==> config.mk <==
export PLATFORM = sky130hd
export DESIGN_NAME = l4_elastic_register
export DESIGN_NICKNAME = d
export VERILOG_FILES = /design/src/rtl/l4_elastic_register.sv
export SDC_FILE = /design/constraint.sdc
export NUM_CORES = 1
export LEC_CHECK = 0
export CORE_UTILIZATION = 47
export DETAILED_ROUTE_END_ITERATION = 16
export HOLD_SLACK_MARGIN = 0.1
export PLACE_DENSITY = 0.91
export SLEW_MARGIN = 10
export SYNTH_ARGS = -nofsm -noshare
export SYNTH_HDL_FRONTEND = slang
export SYNTH_SLANG_ARGS = --single-unit
==> constraint.sdc <==
create_clock -name clk -period 5.6 [get_ports clk]
set_input_delay 1.12 -clock clk [delete_from_list [all_inputs] [get_ports clk]]
set_output_delay 1.12 -clock clk [all_outputs]
set_load 0.01 [all_outputs]
==> src/rtl/l4_elastic_register.sv <==
// rtl/l4_elastic_register.sv - DEPTH-entry valid/ready elastic register stage (optional L4_ELASTIC_BYPASS_EN)
module l4_elastic_register #(
    parameter int NBITS = 8,
    parameter int DEPTH = 2,
    localparam int CW = $clog2(DEPTH + 1)
) (
    input  logic             clk,
    input  logic             reset,
    input  logic             flush,
    input  logic             in_valid,
    output logic             in_ready,
    input  logic [NBITS-1:0] in_data,
    output logic             out_valid,
    input  logic             out_ready,
    output logic [NBITS-1:0] out_data,
    output logic [CW-1:0]    count,
    output logic             full,
    output logic             empty
);

    localparam int PW = (DEPTH > 1) ? $clog2(DEPTH) : 1;

    logic [NBITS-1:0] mem [DEPTH];
    logic [PW-1:0]    wr_ptr;
    logic [PW-1:0]    rd_ptr;
    logic [CW-1:0]    cnt;
    logic             bypass;
    logic             push;
    logic             pop;
    logic             store;
    logic             take;

    // Circular pointer advance; DEPTH need not be a power of two.
    function automatic logic [PW-1:0] wrap_inc(input logic [PW-1:0] p);
        return (p == PW'(DEPTH - 1)) ? '0 : p + 1'b1;
    endfunction

    // Status, handshakes and head word; in_ready depends on registered count only.
    always_comb begin
        full      = (cnt == CW'(DEPTH));
        empty     = (cnt == '0);
        in_ready  = !full;
`ifdef L4_ELASTIC_BYPASS_EN
        bypass    = empty && in_valid && out_ready && !flush && !reset;
`else
        bypass    = 1'b0;
`endif
        out_valid = !empty || bypass;
        if (bypass) begin
            out_data = in_data;
        end else if (empty) begin
            out_data = '0;
        end else begin
            out_data = mem[rd_ptr];
        end
        push  = in_valid && in_ready;
        pop   = out_valid && out_ready;
        // A bypassed word is consumed in flight and never touches storage.
        store = push && !bypass;
        take  = pop && !bypass;
        count = cnt;
    end

    // Pointers and occupancy; reset and flush discard everything, including this cycle's handshakes.
    always_ff @(posedge clk) begin
        if (reset || flush) begin
            wr_ptr <= '0;
            rd_ptr <= '0;
            cnt    <= '0;
        end else begin
            if (store) begin
                wr_ptr <= wrap_inc(wr_ptr);
            end
            if (take) begin
                rd_ptr <= wrap_inc(rd_ptr);
            end
            case ({store, take})
                2'b10:   cnt <= cnt + 1'b1;
                2'b01:   cnt <= cnt - 1'b1;
                default: cnt <= cnt;
            endcase
        end
    end

    // Storage array; contents are don't-care until written, so no reset.
    always_ff @(posedge clk) begin
        if (store && !reset && !flush) begin
            mem[wr_ptr] <= in_data;
        end
    end

endmodule

==> results of run 1 <==
-- layout make-up --
type                    count  area, µm²
inverters                   4       15.0
repair buffers             26        260
flip-flops and latches     21        581
multi-input cells          36        229
fillers                   125        445
clock buffers               4       26.3
well taps                  16       20.0
-- stage by stage --
step	cell area (µm²)	setup slack (ns)	util (%)	power [mW]
detailed placement	1100	2.38	70.1	0.216
global placement	1100	2.52	70.1	0.214
finish	1130	2.66	71.7	0.281
CTS	1130	2.62	71.7	0.283
floorplan	833	3.02	-	0.193
global route	1130	2.46	71.7	0.293
-- flip-flops by register name (all words and copies together), names as in the netlist, named ones only --
name    count
count       2
mem        16
rd_ptr      1
wr_ptr      1
-- per-layer routing --
metal | vias up | global-route usage [%] | wire [µm]
li1 | 276 | - | -
met1 | 244 | 20.7 | 591
met2 | 20 | 27.4 | 757
met3 | 2 | 3.27 | 84
met4 | 0 | 7.27 | 6
met5 | - | 0 | 0
-- critical path, stage by stage, from the launching register on --
cell,delay (ns)
dfxtp_1,0.38
nor2_1,0.49
clkdlybuf4s50_1,0.65
-- worst max-delay path by stage --
stage | slack (ns) | start | end
after detailed placement | 2.38 | flush | mem[1][6]
after global placement | 2.52 | flush | mem[0][6]
after CTS | 2.62 | count[0] | empty
after global routing | 2.46 | count[0] | empty
after floorplan | 3.02 | flush | mem[0][0]
final | 2.66 | count[0] | empty
-- cell usage after synthesis (all sizes together) --
cell     n  area [µm²]
edfxtp  16         480
nor2    12        45.0
mux2i    8        80.1
dfxtp    5         100
inv      4        15.0
a21oi    2        10.0
nor3     2        10.0
o21ai    2        10.0
xor2     2        17.5
a21o     1        7.51
buf      1        5.00
clkbuf   1        3.75
ha       1        12.5
nand2    1        3.75
nand2b   1        6.26
nand3    1        5.00
or2      1        6.26
or3      1        6.26
xnor2    1        8.76
-- cells in the final DEF (no fill, tap or decap), drive strengths merged --
master,count
a21oi,2
xor2,2
o21ai,2
nand2b,1
mux2i,8
xnor2,1
edfxtp,16
nand3,1
or2,1
clkdlybuf4s50,26
clkbuf,4
a21o,1
ha,1
nor2,12
inv,4
nand2,1
nor3,2
or3,1
dfxtp,5
-- power breakdown --
group | leakage (nW) | switching, mW | internal (mW)
clock network | 0.0150 | 0.0420 | 0.0277
registers | 0.186 | 0.00253 | 0.171
logic | 0.198 | 0.0159 | 0.0220
total | 0.399 | 0.0604 | 0.221
-- kinds of logic after synthesis --
logic type | share of synthesized area [%]
and+or+nand+nor | 9.91
AOI/OAI and AO/OA | 3.30
muxes | 9.61
buffers and inverters | 2.85
DFF | 69.7
adders and majority gates | 1.50
xor gates and xnor gates | 3.15
==> key figures, run 1 <==
Die
  – Full die area: 1950 µm²
  – Die width: 44.1 µm
  – Core ar.: 1580 µm²
  – Die Height: 44.1 µm
  – Row cnt: 14
  – Initial core utilization: 52.9%
  – I/O pins: 27

Clock network
  – Clk_lat worst skew: a little under 0.3 ns
  – Num CTS Buffers: 3
  – Clk sinks: 21
  – CTS tree: yes
  – Clock Tree Buf Depth: 2
  – CTS Hold Bufs: 0
  – Root Buffer: clkbuf_4
  – # Post-CTS Setup Buffers: 0
  – CTS clk-pin slew, worst paths: 0.11 ns
  – H-tree Lvls: 1
  – CTS resizes: 0

STA
  – Final Critical Period: 2.94 ns
  – Setup TNS: 0 ns
  – Actual slew at the worst max-slew pin: roughly 1.1 ns
  – Setup violations, final: 0
  – Clk_skew: 0.00110 ns
  – Hold Slack: 0.527 ns
  – Final Cycle Share: 52.4%
  – Final Hold Fails: 0
  – Max-slew violations: 0
  – Relative slew slack: 23.4%
  – Unrepaired setup endpoints after global routing: no
  – Fmax: around 0.34 GHz

Cells and area
  – Fin nets: approximately 110
  – Layout area overhead: 35.7%
  – Layout Cells excl Fill: 107
  – Antenna cells: 0
  – Ratio of cells with drive above 1 in the final layout: 4.40%

Pwr
  – Lkg Pwr: ~0.40 nW
  – P per Cell Area: 249 nW/µm²
  – Worst VDD drop: 0.163 mV

Yosys
  – Mean Syn Cell Area: between 10 and 15 µm²
  – Synth Net Count: 77
  – Cells after synthesis: 63
  – Post-synth cell types: 19
  – Yosys warns: 0
  – Number of synthesized register bits: 21
  – Post-synthesis sequential area ratio: 69.7%
  – Post-Syn Area: 833 µm²

Outcome
  – Failing checks: design-rule violations
  – Outcome: finished, violations left

Critical path
  – CP max FO: 10
  – RR Startpoint: count[0]
  – Register-to-Register Setup Slack: 3.56 ns
  – Crit. End Element: primary output
  – Worst reg2reg path endpoint: mem[1][0]
  – WP data arrival: 1.82 ns
  – WS Path Type: register to primary output
  – Worst Path Required: 4.48 ns
  – Reg2Reg Depth: 3
  – CP startpoint kind: register

Job
  – Max Cap Violations: 0

Place
  – Port bufs: 26
  – Post-DP HPWL: 1090 µm
  – Placer Congestion: 0.653
  – Placed cell count: a little over 100

Routing
  – Final WL: 1440 µm
  – Starting DRT DRC Count: 4
  – DR vias/cell: roughly 5.1
  – Routed vias: 542
  – Avg WL per Cell: 13.5 µm
  – DRT Pass-1 Iters: 11
  – Remaining DRCs: 1
  – Final antenna-violating net count: 0

Worst hold path
  – Hold path depth: 2
  – Hold path startpoint: rd_ptr
  – Hold Path Class: register to register

Global route
  – Antenna violations before repair: 0
  – Total congestion overflow: 0
  – Pin count of the biggest net entering global routing: 12
  – Vias in the first global route: 514
  – Total GRT Usage: approximately 16%
  – First-pass GRT wire length: 2240 µm
(Power assumes the default switching activity.)
==> run 2, diff against run 1 <==
--- a/config.mk
+++ b/config.mk
@@ -5,10 +5,10 @@
 export SDC_FILE = /design/constraint.sdc
 export NUM_CORES = 1
 export LEC_CHECK = 0
-export CORE_UTILIZATION = 47
+export CORE_UTILIZATION = 39
 export DETAILED_ROUTE_END_ITERATION = 16
 export HOLD_SLACK_MARGIN = 0.1
-export PLACE_DENSITY = 0.91
+export PLACE_DENSITY = 0.82
 export SLEW_MARGIN = 10
 export SYNTH_ARGS = -nofsm -noshare
 export SYNTH_HDL_FRONTEND = slang
==> constraint.sdc (replaced) <==
create_clock -name clk -period 2.67 [get_ports clk]
set_input_delay 0.534 -clock clk [delete_from_list [all_inputs] [get_ports clk]]
set_output_delay 0.534 -clock clk [all_outputs]
set_load 0.01 [all_outputs]
==> key figures, run 2 (synthesized netlist as in run 1, its figures left out) <==
Die
  – Full die area: 2330 µm² (+20%)
  – Row cnt: 16 (+2)
  – Die width: 48.2 µm (+9.3%)
  – I/O pins: 27 (unchanged)
  – Initial core utilization: 42.0% (-11 points)
  – Core ar.: 1980 µm² (+26%)
  – Die Height: 48.2 µm (+9.3%)

Pwr
  – Switching power: 0.121 mW (+100%)
  – P per Cell Area: 502 nW/µm² (+100%)
  – Pint: 0.462 mW (+110%)
  – Sw Ratio: 20.8% (-0.64 points)
  – Worst VDD drop: 0.270 mV (+66%)
  – Clk pwr share: 23.8% (-1.0 points)
  – Combinational power share: 13.7% (+0.2 points)
  – Lkg Pwr: 0.413 nW (+3.4%)
  – Sequential share of power: 62.5% (+0.7 points)

Cells and area
  – Antenna cells: 0 (unchanged)
  – Ratio of cells with drive above 1 in the final layout: 7.53% (+3.1 points)
  – FILL cells: 162 (+30%)
  – Fin nets: 108 (+1.9%)
  – Biggest register: mem
  – Commonest cells after routing, fill and taps aside: 26 x clkdlybuf4s50_1, 16 x edfxtp_1, 12 x nor2_1, 8 x mux2i_1, 5 x dfxtp_1
  – Commonest non-fill, non-tap cell in the layout: clkdlybuf4s50_1
  – Layout area overhead: 39.3%
  – Max reg flops: 16 (unchanged)

Clock network
  – Root Buffer: clkbuf_4
  – CTS Hold Bufs: 0 (unchanged)
  – Clk sinks: 21 (unchanged)
  – CTS clk-pin slew, worst paths: 0.10 ns (about the same)
  – Num CTS Buffers: 3 (unchanged)
  – Clk_lat worst skew: 0.29 ns (about the same)
  – CTS tree: yes
  – Clock Tree Buf Depth: 2 (unchanged)
  – H-tree Lvls: 1 (unchanged)
  – CTS resizes: 0 (unchanged)
  – # Post-CTS Setup Buffers: 0 (unchanged)

Place
  – Placer Congestion: 0.706 (+8.2%)
  – Post-DP HPWL: 1070 µm (-2.4%)
  – Port bufs: 26 (unchanged)

Worst hold path
  – Hold Path Class: register to register

STA
  – Relative slew slack: 59.7% (+36 points)
  – Final Hold Fails: 0 (unchanged)
  – Clk_skew: 0.00300 ns (+0.00190 ns)
  – Setup TNS: 0 ns (unchanged)
  – Final Cycle Share: 87.7%
  – Setup violations, final: 0 (unchanged)
  – Fmax: ~0.43 GHz
  – Actual slew at the worst max-slew pin: 0.602 ns (-0.539 ns)
  – Final Critical Period: ~2.3 ns
  – Hold Slack: 0.533 ns (+0.00558 ns)
  – Unrepaired setup endpoints after global routing: no
  – Max-slew violations: 0 (unchanged)

Critical path
  – Max incr delay on CP: 0.65 ns (about the same)
  – CP startpoint kind: register
  – Bufs and invs on worst path: 1 (unchanged)
  – CP max stage cell: clkdlybuf4s50_1
  – Crit-path cells: nor2_1 -> clkdlybuf4s50_1
  – Worst Path Required: 2.14 ns (-2.34 ns)
  – CP top delay family: buffers and inverters
  – CP max FO: 10 (unchanged)
  – WP data arrival: 1.81 ns (about the same)
  – WS Path Type: register to primary output
  – Crit. End Element: primary output

Routing
  – Avg WL per Cell: 11.8 µm (-12%)
  – Remaining DRCs: 0 (-1)
  – Routed vias: 555 (+2.4%)
  – Final antenna-violating net count: 0 (unchanged)
  – DRT Pass-1 Iters: 3 (-8)
  – Starting DRT DRC Count: 2 (-2)
  – DR vias/cell: 4.63 (-8.7%)
  – Final WL: 1420 µm (-1.7%)

Global route
  – Total GRT Usage: 13.3% (-3.1 points)
  – Vias in the first global route: 444 (-14%)
  – First-pass GRT wire length: 2010 µm (-10%)
  – Antenna violations before repair: 0 (unchanged)
  – Total congestion overflow: 0 (unchanged)
  – Pin count of the biggest net entering global routing: 13 (+1)

Job
  – Max Cap Violations: 0 (unchanged)

Outcome
  – Outcome: completed
## run 2: worst reg2reg max path: stages (launching register included)
cell and delay (ns):
dfxtp_1 0.46, nand2b_1 0.22, nand2_1 0.12, ha_1 0.35, or3_1 0.35, a21oi_1 0.14
## run 2: final timing paths
| path | start | to | slack (ns) | depth (start not counted) |
|---|---|---|---|---|
| max | count[0] | empty | 0.33 | 2 |
| min | rd_ptr | rd_ptr | 0.53 | 2 |
| max reg2reg | count[0] | count[1] | 0.97 | 5 |
| min reg2reg | rd_ptr | rd_ptr | 0.53 | 2 |
## run 2: layout make-up
type                            count  area, µm²  share of cell area [%]
Timing Repair Buffer               28        275                    23.7
Clock inverter                      1       5.00                   0.431
Inverter                            4       15.0                    1.29
Tap cell                           27       33.8                    2.91
Clock buffer                        3       22.5                    1.94
Sequential cell                    21        581                    50.0
Multi-Input combinational cell     36        229                    19.7
## run 2: stage by stage
| step | power [mW] | cells | cell area, µm² | util [%] | worst slack [ns] |
|---|---|---|---|---|---|
| after floorplan | 0.404 | 63 | 833 | - | 0.673 |
| after global placement | 0.449 | 116 | 1130 | 57.2 | 0.640 |
| after detailed placement | 0.453 | 116 | 1130 | 57.2 | 0.609 |
| after CTS | 0.593 | 120 | 1160 | 58.6 | 0.264 |
| after global routing | 0.621 | 120 | 1160 | 58.6 | 0.111 |
| final | 0.583 | 120 | 1160 | 58.6 | 0.327 |
## run 2: power by group through the flow
stage	clock network [mW]	registers (mW)	logic (mW)
floorplan	0	0.371	0.0333
global placement	0	0.372	0.0779
detailed placement	0	0.372	0.0803
CTS	0.147	0.365	0.0809
global route	0.166	0.366	0.0884
finish	0.139	0.365	0.0796
## run 2: layer usage
| layer | routed length (µm) | GRT usage (%) | vias to the layer above |
|---|---|---|---|
| met5 | 0 | 0 | - |
| met4 | 16 | 5.00 | 0 |
| met3 | 99 | 4.07 | 2 |
| met2 | 689 | 23.2 | 24 |
| met1 | 612 | 15.2 | 249 |
| li1 | - | - | 280 |
